### src/rtl/controle_pkg.sv
// Shared types and constants for the reaction-game round sequencer.
package controle_pkg;

    typedef enum logic [2:0] {
        IDLE,
        ESPERA,
        GO,
        RESULTADO,
        FIM
    } estado_t;

    localparam logic [1:0] VENC_NONE = 2'b00;
    localparam logic [1:0] VENC_P1   = 2'b01;
    localparam logic [1:0] VENC_P2   = 2'b10;

    // Fibonacci LFSR, taps 16,14,13,11 map to bits 15,13,12,10
    localparam logic [15:0] LFSR_SEED = 16'hACE1;
    localparam logic [15:0] LFSR_TAPS = 16'hB400;

    function automatic logic [15:0] lfsr_step(input logic [15:0] s);
        return {s[14:0], ^(s & LFSR_TAPS)};
    endfunction

endpackage

### src/rtl/lfsr16.sv
// Free-running 16-bit LFSR; a non-zero seed keeps it out of the all-zero lockup.
module lfsr16
    import controle_pkg::*;
(
    input  logic        clock,
    input  logic        reset,
    output logic [15:0] out
);

    // Advance one step every cycle regardless of the game state
    always_ff @(posedge clock or negedge reset) begin
        if (!reset) out <= LFSR_SEED;
        else        out <= lfsr_step(out);
    end

endmodule

### src/rtl/controle_partida.sv
// Round sequencer and button arbiter for the two-player reaction game.
module controle_partida
    import controle_pkg::*;
#(
    parameter int unsigned MIN_DELAY   = 1000,
    parameter logic [15:0] RAND_MASK   = 16'h0FFF,
    parameter int unsigned TIMEOUT     = 5000,
    parameter int unsigned RESULT_HOLD = 2000,
    parameter int unsigned WIN_POINTS  = 8
) (
    input  logic       clock,
    input  logic       reset,
    input  logic       start,
    input  logic       btn1,
    input  logic       btn2,
    output logic       p1vic,
    output logic       p2vic,
    output logic       placar_clr,
    output logic       go_led,
    output logic [1:0] falta,
    output logic       fim,
    output logic [1:0] vencedor
);

    localparam logic [3:0]  WIN          = 4'(WIN_POINTS);
    localparam logic [31:0] TIMEOUT_LAST = 32'(TIMEOUT - 1);
    localparam logic [31:0] HOLD         = 32'(RESULT_HOLD);

    estado_t     state;
    logic [31:0] cnt;
    logic [3:0]  pontos1;
    logic [3:0]  pontos2;
    logic [15:0] lfsr;
    logic        start_q;
    logic        btn1_q;
    logic        btn2_q;
    logic        start_edge;
    logic        btn1_edge;
    logic        btn2_edge;
    logic [31:0] new_delay;

    lfsr16 u_lfsr (
        .clock (clock),
        .reset (reset),
        .out   (lfsr)
    );

    assign start_edge = start & ~start_q;
    assign btn1_edge  = btn1 & ~btn1_q;
    assign btn2_edge  = btn2 & ~btn2_q;
    assign new_delay  = 32'(MIN_DELAY) + {16'b0, lfsr & RAND_MASK};

    // Score increments stop at the winning total
    function automatic logic [3:0] sat_inc(input logic [3:0] p);
        return (p >= WIN) ? WIN : p + 4'd1;
    endfunction

    // Previous-cycle levels for rising-edge detection
    always_ff @(posedge clock or negedge reset) begin
        if (!reset) begin
            start_q <= 1'b0;
            btn1_q  <= 1'b0;
            btn2_q  <= 1'b0;
        end else begin
            start_q <= start;
            btn1_q  <= btn1;
            btn2_q  <= btn2;
        end
    end

    // Round sequencer: one counter reused for wait delay, GO timeout and result hold
    always_ff @(posedge clock or negedge reset) begin
        if (!reset) begin
            state      <= IDLE;
            cnt        <= '0;
            pontos1    <= '0;
            pontos2    <= '0;
            p1vic      <= 1'b0;
            p2vic      <= 1'b0;
            placar_clr <= 1'b0;
            go_led     <= 1'b0;
            falta      <= 2'b00;
            fim        <= 1'b0;
            vencedor   <= VENC_NONE;
        end else begin
            p1vic      <= 1'b0;
            p2vic      <= 1'b0;
            placar_clr <= 1'b0;
            unique case (state)
                IDLE: begin
                    if (start_edge) begin
                        state <= ESPERA;
                        cnt   <= new_delay;
                        falta <= 2'b00;
                    end
                end
                ESPERA: begin
                    if (btn1_edge || btn2_edge) begin
                        // a false start hands the point to the opponent
                        falta <= {btn2_edge, btn1_edge};
                        if (btn1_edge && !btn2_edge) begin
                            p2vic   <= 1'b1;
                            pontos2 <= sat_inc(pontos2);
                        end
                        if (btn2_edge && !btn1_edge) begin
                            p1vic   <= 1'b1;
                            pontos1 <= sat_inc(pontos1);
                        end
                        state <= RESULTADO;
                        cnt   <= HOLD;
                    end else if (cnt <= 32'd1) begin
                        state  <= GO;
                        go_led <= 1'b1;
                        cnt    <= '0;
                    end else begin
                        cnt <= cnt - 32'd1;
                    end
                end
                GO: begin
                    if (btn1_edge || btn2_edge) begin
                        if (btn1_edge && !btn2_edge) begin
                            p1vic   <= 1'b1;
                            pontos1 <= sat_inc(pontos1);
                        end
                        if (btn2_edge && !btn1_edge) begin
                            p2vic   <= 1'b1;
                            pontos2 <= sat_inc(pontos2);
                        end
                        go_led <= 1'b0;
                        state  <= RESULTADO;
                        cnt    <= HOLD;
                    end else if (cnt >= TIMEOUT_LAST) begin
                        go_led <= 1'b0;
                        state  <= RESULTADO;
                        cnt    <= HOLD;
                    end else begin
                        cnt <= cnt + 32'd1;
                    end
                end
                RESULTADO: begin
                    if (cnt <= 32'd1) begin
                        if (pontos1 == WIN) begin
                            state    <= FIM;
                            fim      <= 1'b1;
                            vencedor <= VENC_P1;
                        end else if (pontos2 == WIN) begin
                            state    <= FIM;
                            fim      <= 1'b1;
                            vencedor <= VENC_P2;
                        end else begin
                            state <= ESPERA;
                            cnt   <= new_delay;
                            falta <= 2'b00;
                        end
                    end else begin
                        cnt <= cnt - 32'd1;
                    end
                end
                FIM: begin
                    if (start_edge) begin
                        placar_clr <= 1'b1;
                        pontos1    <= '0;
                        pontos2    <= '0;
                        vencedor   <= VENC_NONE;
                        fim        <= 1'b0;
                        state      <= IDLE;
                    end
                end
                default: state <= IDLE;
            endcase
        end
    end

endmodule

### config.mk
export PLATFORM = sky130hd
export DESIGN_NAME = controle_partida
export DESIGN_NICKNAME = d
export VERILOG_FILES = /design/src/rtl/controle_pkg.sv /design/src/rtl/lfsr16.sv /design/src/rtl/controle_partida.sv
export SDC_FILE = /design/constraint.sdc
export NUM_CORES = 1
export LEC_CHECK = 0
export BUFFER_PORTS_ARGS = -buffer_cell sky130_fd_sc_hd__buf_4
export CAP_MARGIN = 5
export CELL_PAD_IN_SITES_DETAIL_PLACEMENT = 1
export CELL_PAD_IN_SITES_GLOBAL_PLACEMENT = 2
export CORE_MARGIN = 2
export CORE_UTILIZATION = 30
export DETAILED_ROUTE_END_ITERATION = 8
export PLACE_DENSITY_LB_ADDON = 0.2
export SKIP_CTS_REPAIR_TIMING = 1
export SLEW_MARGIN = 5
export SYNTH_ARGS = -nofsm -noshare
export SYNTH_HDL_FRONTEND = slang
export SYNTH_HIERARCHICAL = 1
export SYNTH_SLANG_ARGS = --single-unit
### constraint.sdc
create_clock -name clock -period 2.5 [get_ports clock]
set_clock_uncertainty 0.1 [all_clocks]
set_input_delay 0 -clock clock [delete_from_list [all_inputs] [get_ports clock]]
set_output_delay 0 -clock clock [all_outputs]
set_load 0.01 [all_outputs]
==> results.txt <==
largest vdd supply drop -> 347 uV
via count -> 3,893
final hold slack -> 0.208 ns
Hold Crit Class -> primary input to flop
Post-Syn Instances -> 440
failing checks -> negative setup slack
share of cells above drive strength 1 -> 0.352
ANT cells -> 0
Layout area overhead -> 38.1%
IO Port Bufs -> 13
compound-gate portion of the synthesized area -> 0.220
Synthesized Nets -> 453
All-Layer GR Usage -> 0.197
relative slew slack -> 0.352
Final period util -> 1.07
nature of the critical path startpoint -> flop
fill count -> 1,547
Syn Std Cell Area -> 0.00413 mm2
min Tclk post-route -> 2.67 ns
CTS tree -> built
Vias/cell -> 5.39
# H-tree levels -> 3
max cap viols -> 0
switching share of power -> 0.393
internal power -> 3.49 mW
Comb power frac -> 0.488
RePlAce Congestion -> 0.841
leakage power -> 2.59 nW
Reg area -> 0.00179 mm2
PnR worst setup slack -> -0.169 ns
worst-path fanout max -> 7
initial core utilization -> 0.309
final max-slew violation count -> 0
clk_lat worst skew -> 0.35 ns
Clock Path Buffers -> 2
initial antenna violation count -> 0
Num CTS Buffers -> 9
asr flop ratio synth -> 1.00
register area share after synthesis -> 0.433
required time worst endpoint -> 2.62 ns
DP HPWL -> 9.81 mm
EDFF count, synth -> 0
row cnt -> 42
Tightest Pin Transition -> 0.971 ns
WL per Instance -> 19.3 um
Die ar. -> 0.0147 mm2
post-synthesis mux area share -> 0.00970
status -> finished, violations left
RSZ-0062 raised after global routing -> yes
Seq cells post-synth -> 71
WP data arrival -> 2.79 ns
post-route setup TNS -> -2.66 ns
PD cells -> 1010 mW/mm2
Final ANT Viol Nets -> 0
grt ovf -> 0
Clock Power Share -> 0.244
Ports -> 14
sequential power share -> 0.269
final setup fails -> 31
Mapped Avg Cell Area -> 9.38 um2
Die Y -> 121 um
Net Sw Power -> 2.27 mW
initial DRC count -> 204
fmax -> 375 MHz
largest family of logic cells by synthesized area -> compound AO/OA/AOI/OAI gates
Main synth FF type -> dfrtp_1
drt drc -> 0
WS Path Type -> flop to flop
Simple-Gate Fraction of Synth Area -> 0.216
vias in the first global route -> 4,165
Multi-input gate area -> 0.00233 mm2
Root Driver -> clkbuf_16
adder-cell share of the synthesized area -> 0.0242
Yosys warnings -> 6
clk slew on worst S/H paths -> 0.06 ns
first-pass GRT wire length -> 22.1 mm
Synth Area in XOR/XNOR -> 0.0424
CTS sink cnt -> 71
Placeable Area -> 0.0133 mm2
router iterations before antenna repair -> 4
Cell variety after synth -> 66
WL final -> 13.9 mm
largest net degree at the start of global routing -> 72
fin nets -> 555
DIE WIDTH -> 121 um
crit end category -> flop
Fin. Hold Viols -> 0
[cell usage after synthesis, types with 3 or more instances]
cell | number | area share
o21ai_0 | 31 | 0.038
ha_1 | 8 | 0.024
o32ai_1 | 7 | 0.015
nand2_1 | 29 | 0.026
and3_1 | 3 | 0.0045
dfstp_2 | 8 | 0.051
buf_6 | 4 | 0.011
inv_1 | 18 | 0.016
or3_1 | 6 | 0.0091
nor2b_1 | 3 | 0.0045
o2bb2ai_1 | 3 | 0.0064
o41ai_1 | 4 | 0.0085
o22ai_1 | 3 | 0.0045
nand4_1 | 4 | 0.0061
a21o_1 | 7 | 0.013
a211oi_1 | 8 | 0.015
dfrtp_1 | 63 | 0.38
nand3_1 | 10 | 0.012
a21oi_1 | 20 | 0.024
nor3_1 | 28 | 0.034
buf_2 | 7 | 0.0085
a31oi_1 | 8 | 0.012
a41oi_1 | 3 | 0.0064
a221o_1 | 4 | 0.0097
xor2_1 | 9 | 0.019
nor2_1 | 38 | 0.035
buf_4 | 5 | 0.0091
nor4_1 | 10 | 0.015
or2_2 | 3 | 0.0045
clkbuf_1 | 11 | 0.010
nor3b_1 | 3 | 0.0055
xnor2_1 | 11 | 0.023
nand2b_1 | 8 | 0.012
or4_1 | 4 | 0.0073
o31ai_1 | 7 | 0.013
a311oi_1 | 4 | 0.0085
[final timing paths]
path / to / slack [ns] / startpoint / depth (start not counted)
worst min-delay path: btn1_q$_DFF_PN0_ / 0.21 / btn1 / 2
worst min register to register: u_lfsr/out[15]$_DFF_PN1_ / 0.26 / u_lfsr/out[14]$_DFF_PN0_ / 0
worst max register to register: cnt[8]$_DFFE_PN0P_ / -0.17 / cnt[25]$_DFFE_PN0P_ / 7
max in group asynchronous: state[1]$_DFFE_PN0P_ / 1.42 / reset / 2
min in group asynchronous: cnt[1]$_DFFE_PN0P_ / 0.26 / reset / 2
worst max-delay path: cnt[8]$_DFFE_PN0P_ / -0.17 / cnt[25]$_DFFE_PN0P_ / 7
[final cells by class]
cell class,count,area share
timing repair buffer,118,0.173
clock buffer,11,0.0426
multi-input combinational,324,0.409
tap,176,0.0386
inverter,18,0.0119
sequential,71,0.314
clock inverter,4,0.0123
[critical path: stages, from the launching register on]
cell     delay, ns
dfrtp_1       0.40
or4_4         0.57
nor4b_4       0.31
and4_4        0.33
buf_6         0.14
nor2_2        0.05
a221o_1       0.32
a221o_1       0.30
[flip-flops by register name, indices dropped and copies added (netlist names), 2 cells and up]
name / flops
cnt: 32
falta: 2
pontos1: 4
pontos2: 4
state: 3
u_lfsr/out: 16
vencedor: 2
[power groups by stage]
| stage | clock (mW) | sequential, mW | combinational, mW |
|---|---|---|---|
| final | 1.40 | 1.55 | 2.81 |
| after global routing | 1.50 | 1.58 | 3.05 |
| after CTS | 1.44 | 1.54 | 2.47 |
| after detailed placement | 0 | 1.56 | 2.45 |
| after global placement | 0 | 1.55 | 2.42 |
| after floorplan | 0 | 1.54 | 1.48 |
[cells in the final DEF, fill, tap and decap left out, types with 5 or more instances in the layout]
master	n
nand2b_1	8
xnor2_1	11
nand2_1	28
o21ai_2	10
inv_1	18
buf_6	10
a211oi_1	7
or3_1	5
ha_1	8
o21ai_0	13
xor2_1	9
a21oi_1	16
o32ai_1	5
nor3_1	28
o21ai_1	9
buf_4	100
o31ai_1	5
nor2_1	36
nor4_1	9
clkbuf_16	11
nand3_1	10
dfrtp_1	63
dfstp_2	8
a21o_1	7
[through the flow]
| step | cell area [um2] | utilization | setup WS, ns | instances | power (mW) |
|---|---|---|---|---|---|
| 6_report | 5700 | 0.427 | -0.169 | 722 | 5.76 |
| 5_1_grt | 5700 | 0.427 | -0.227 | 722 | 6.13 |
| 4_1_cts | 5280 | 0.396 | -0.325 | 708 | 5.46 |
| 3_5_place_dp | 4970 | 0.372 | -0.287 | 693 | 4.01 |
| 3_3_place_gp | 4970 | 0.372 | -0.167 | 693 | 3.97 |
| 2_1_floorplan | 4130 | - | -0.000459 | 440 | 3.01 |
[metal layers]
metal	track usage	vias to the layer above	part of all wire
met4	0.0675	0	0.019
li1	-	1846	-
met3	0.0461	17	0.032
met5	0	-	0
met1	0.253	1976	0.45
met2	0.324	54	0.50
[cells by family (layout without fill, tap and decap cells)]
logic type               Yosys count  in the layout
buffers and inverters             45            151
multiplexers                       3              3
adder cells (fa/ha/maj)            8              8
AND/OR/NAND/NOR                  163            163
XOR/XNOR                          20             20
flip-flops                        71             71
AO/OA/AOI/OAI                    130            130
(Power assumes the default switching activity.)
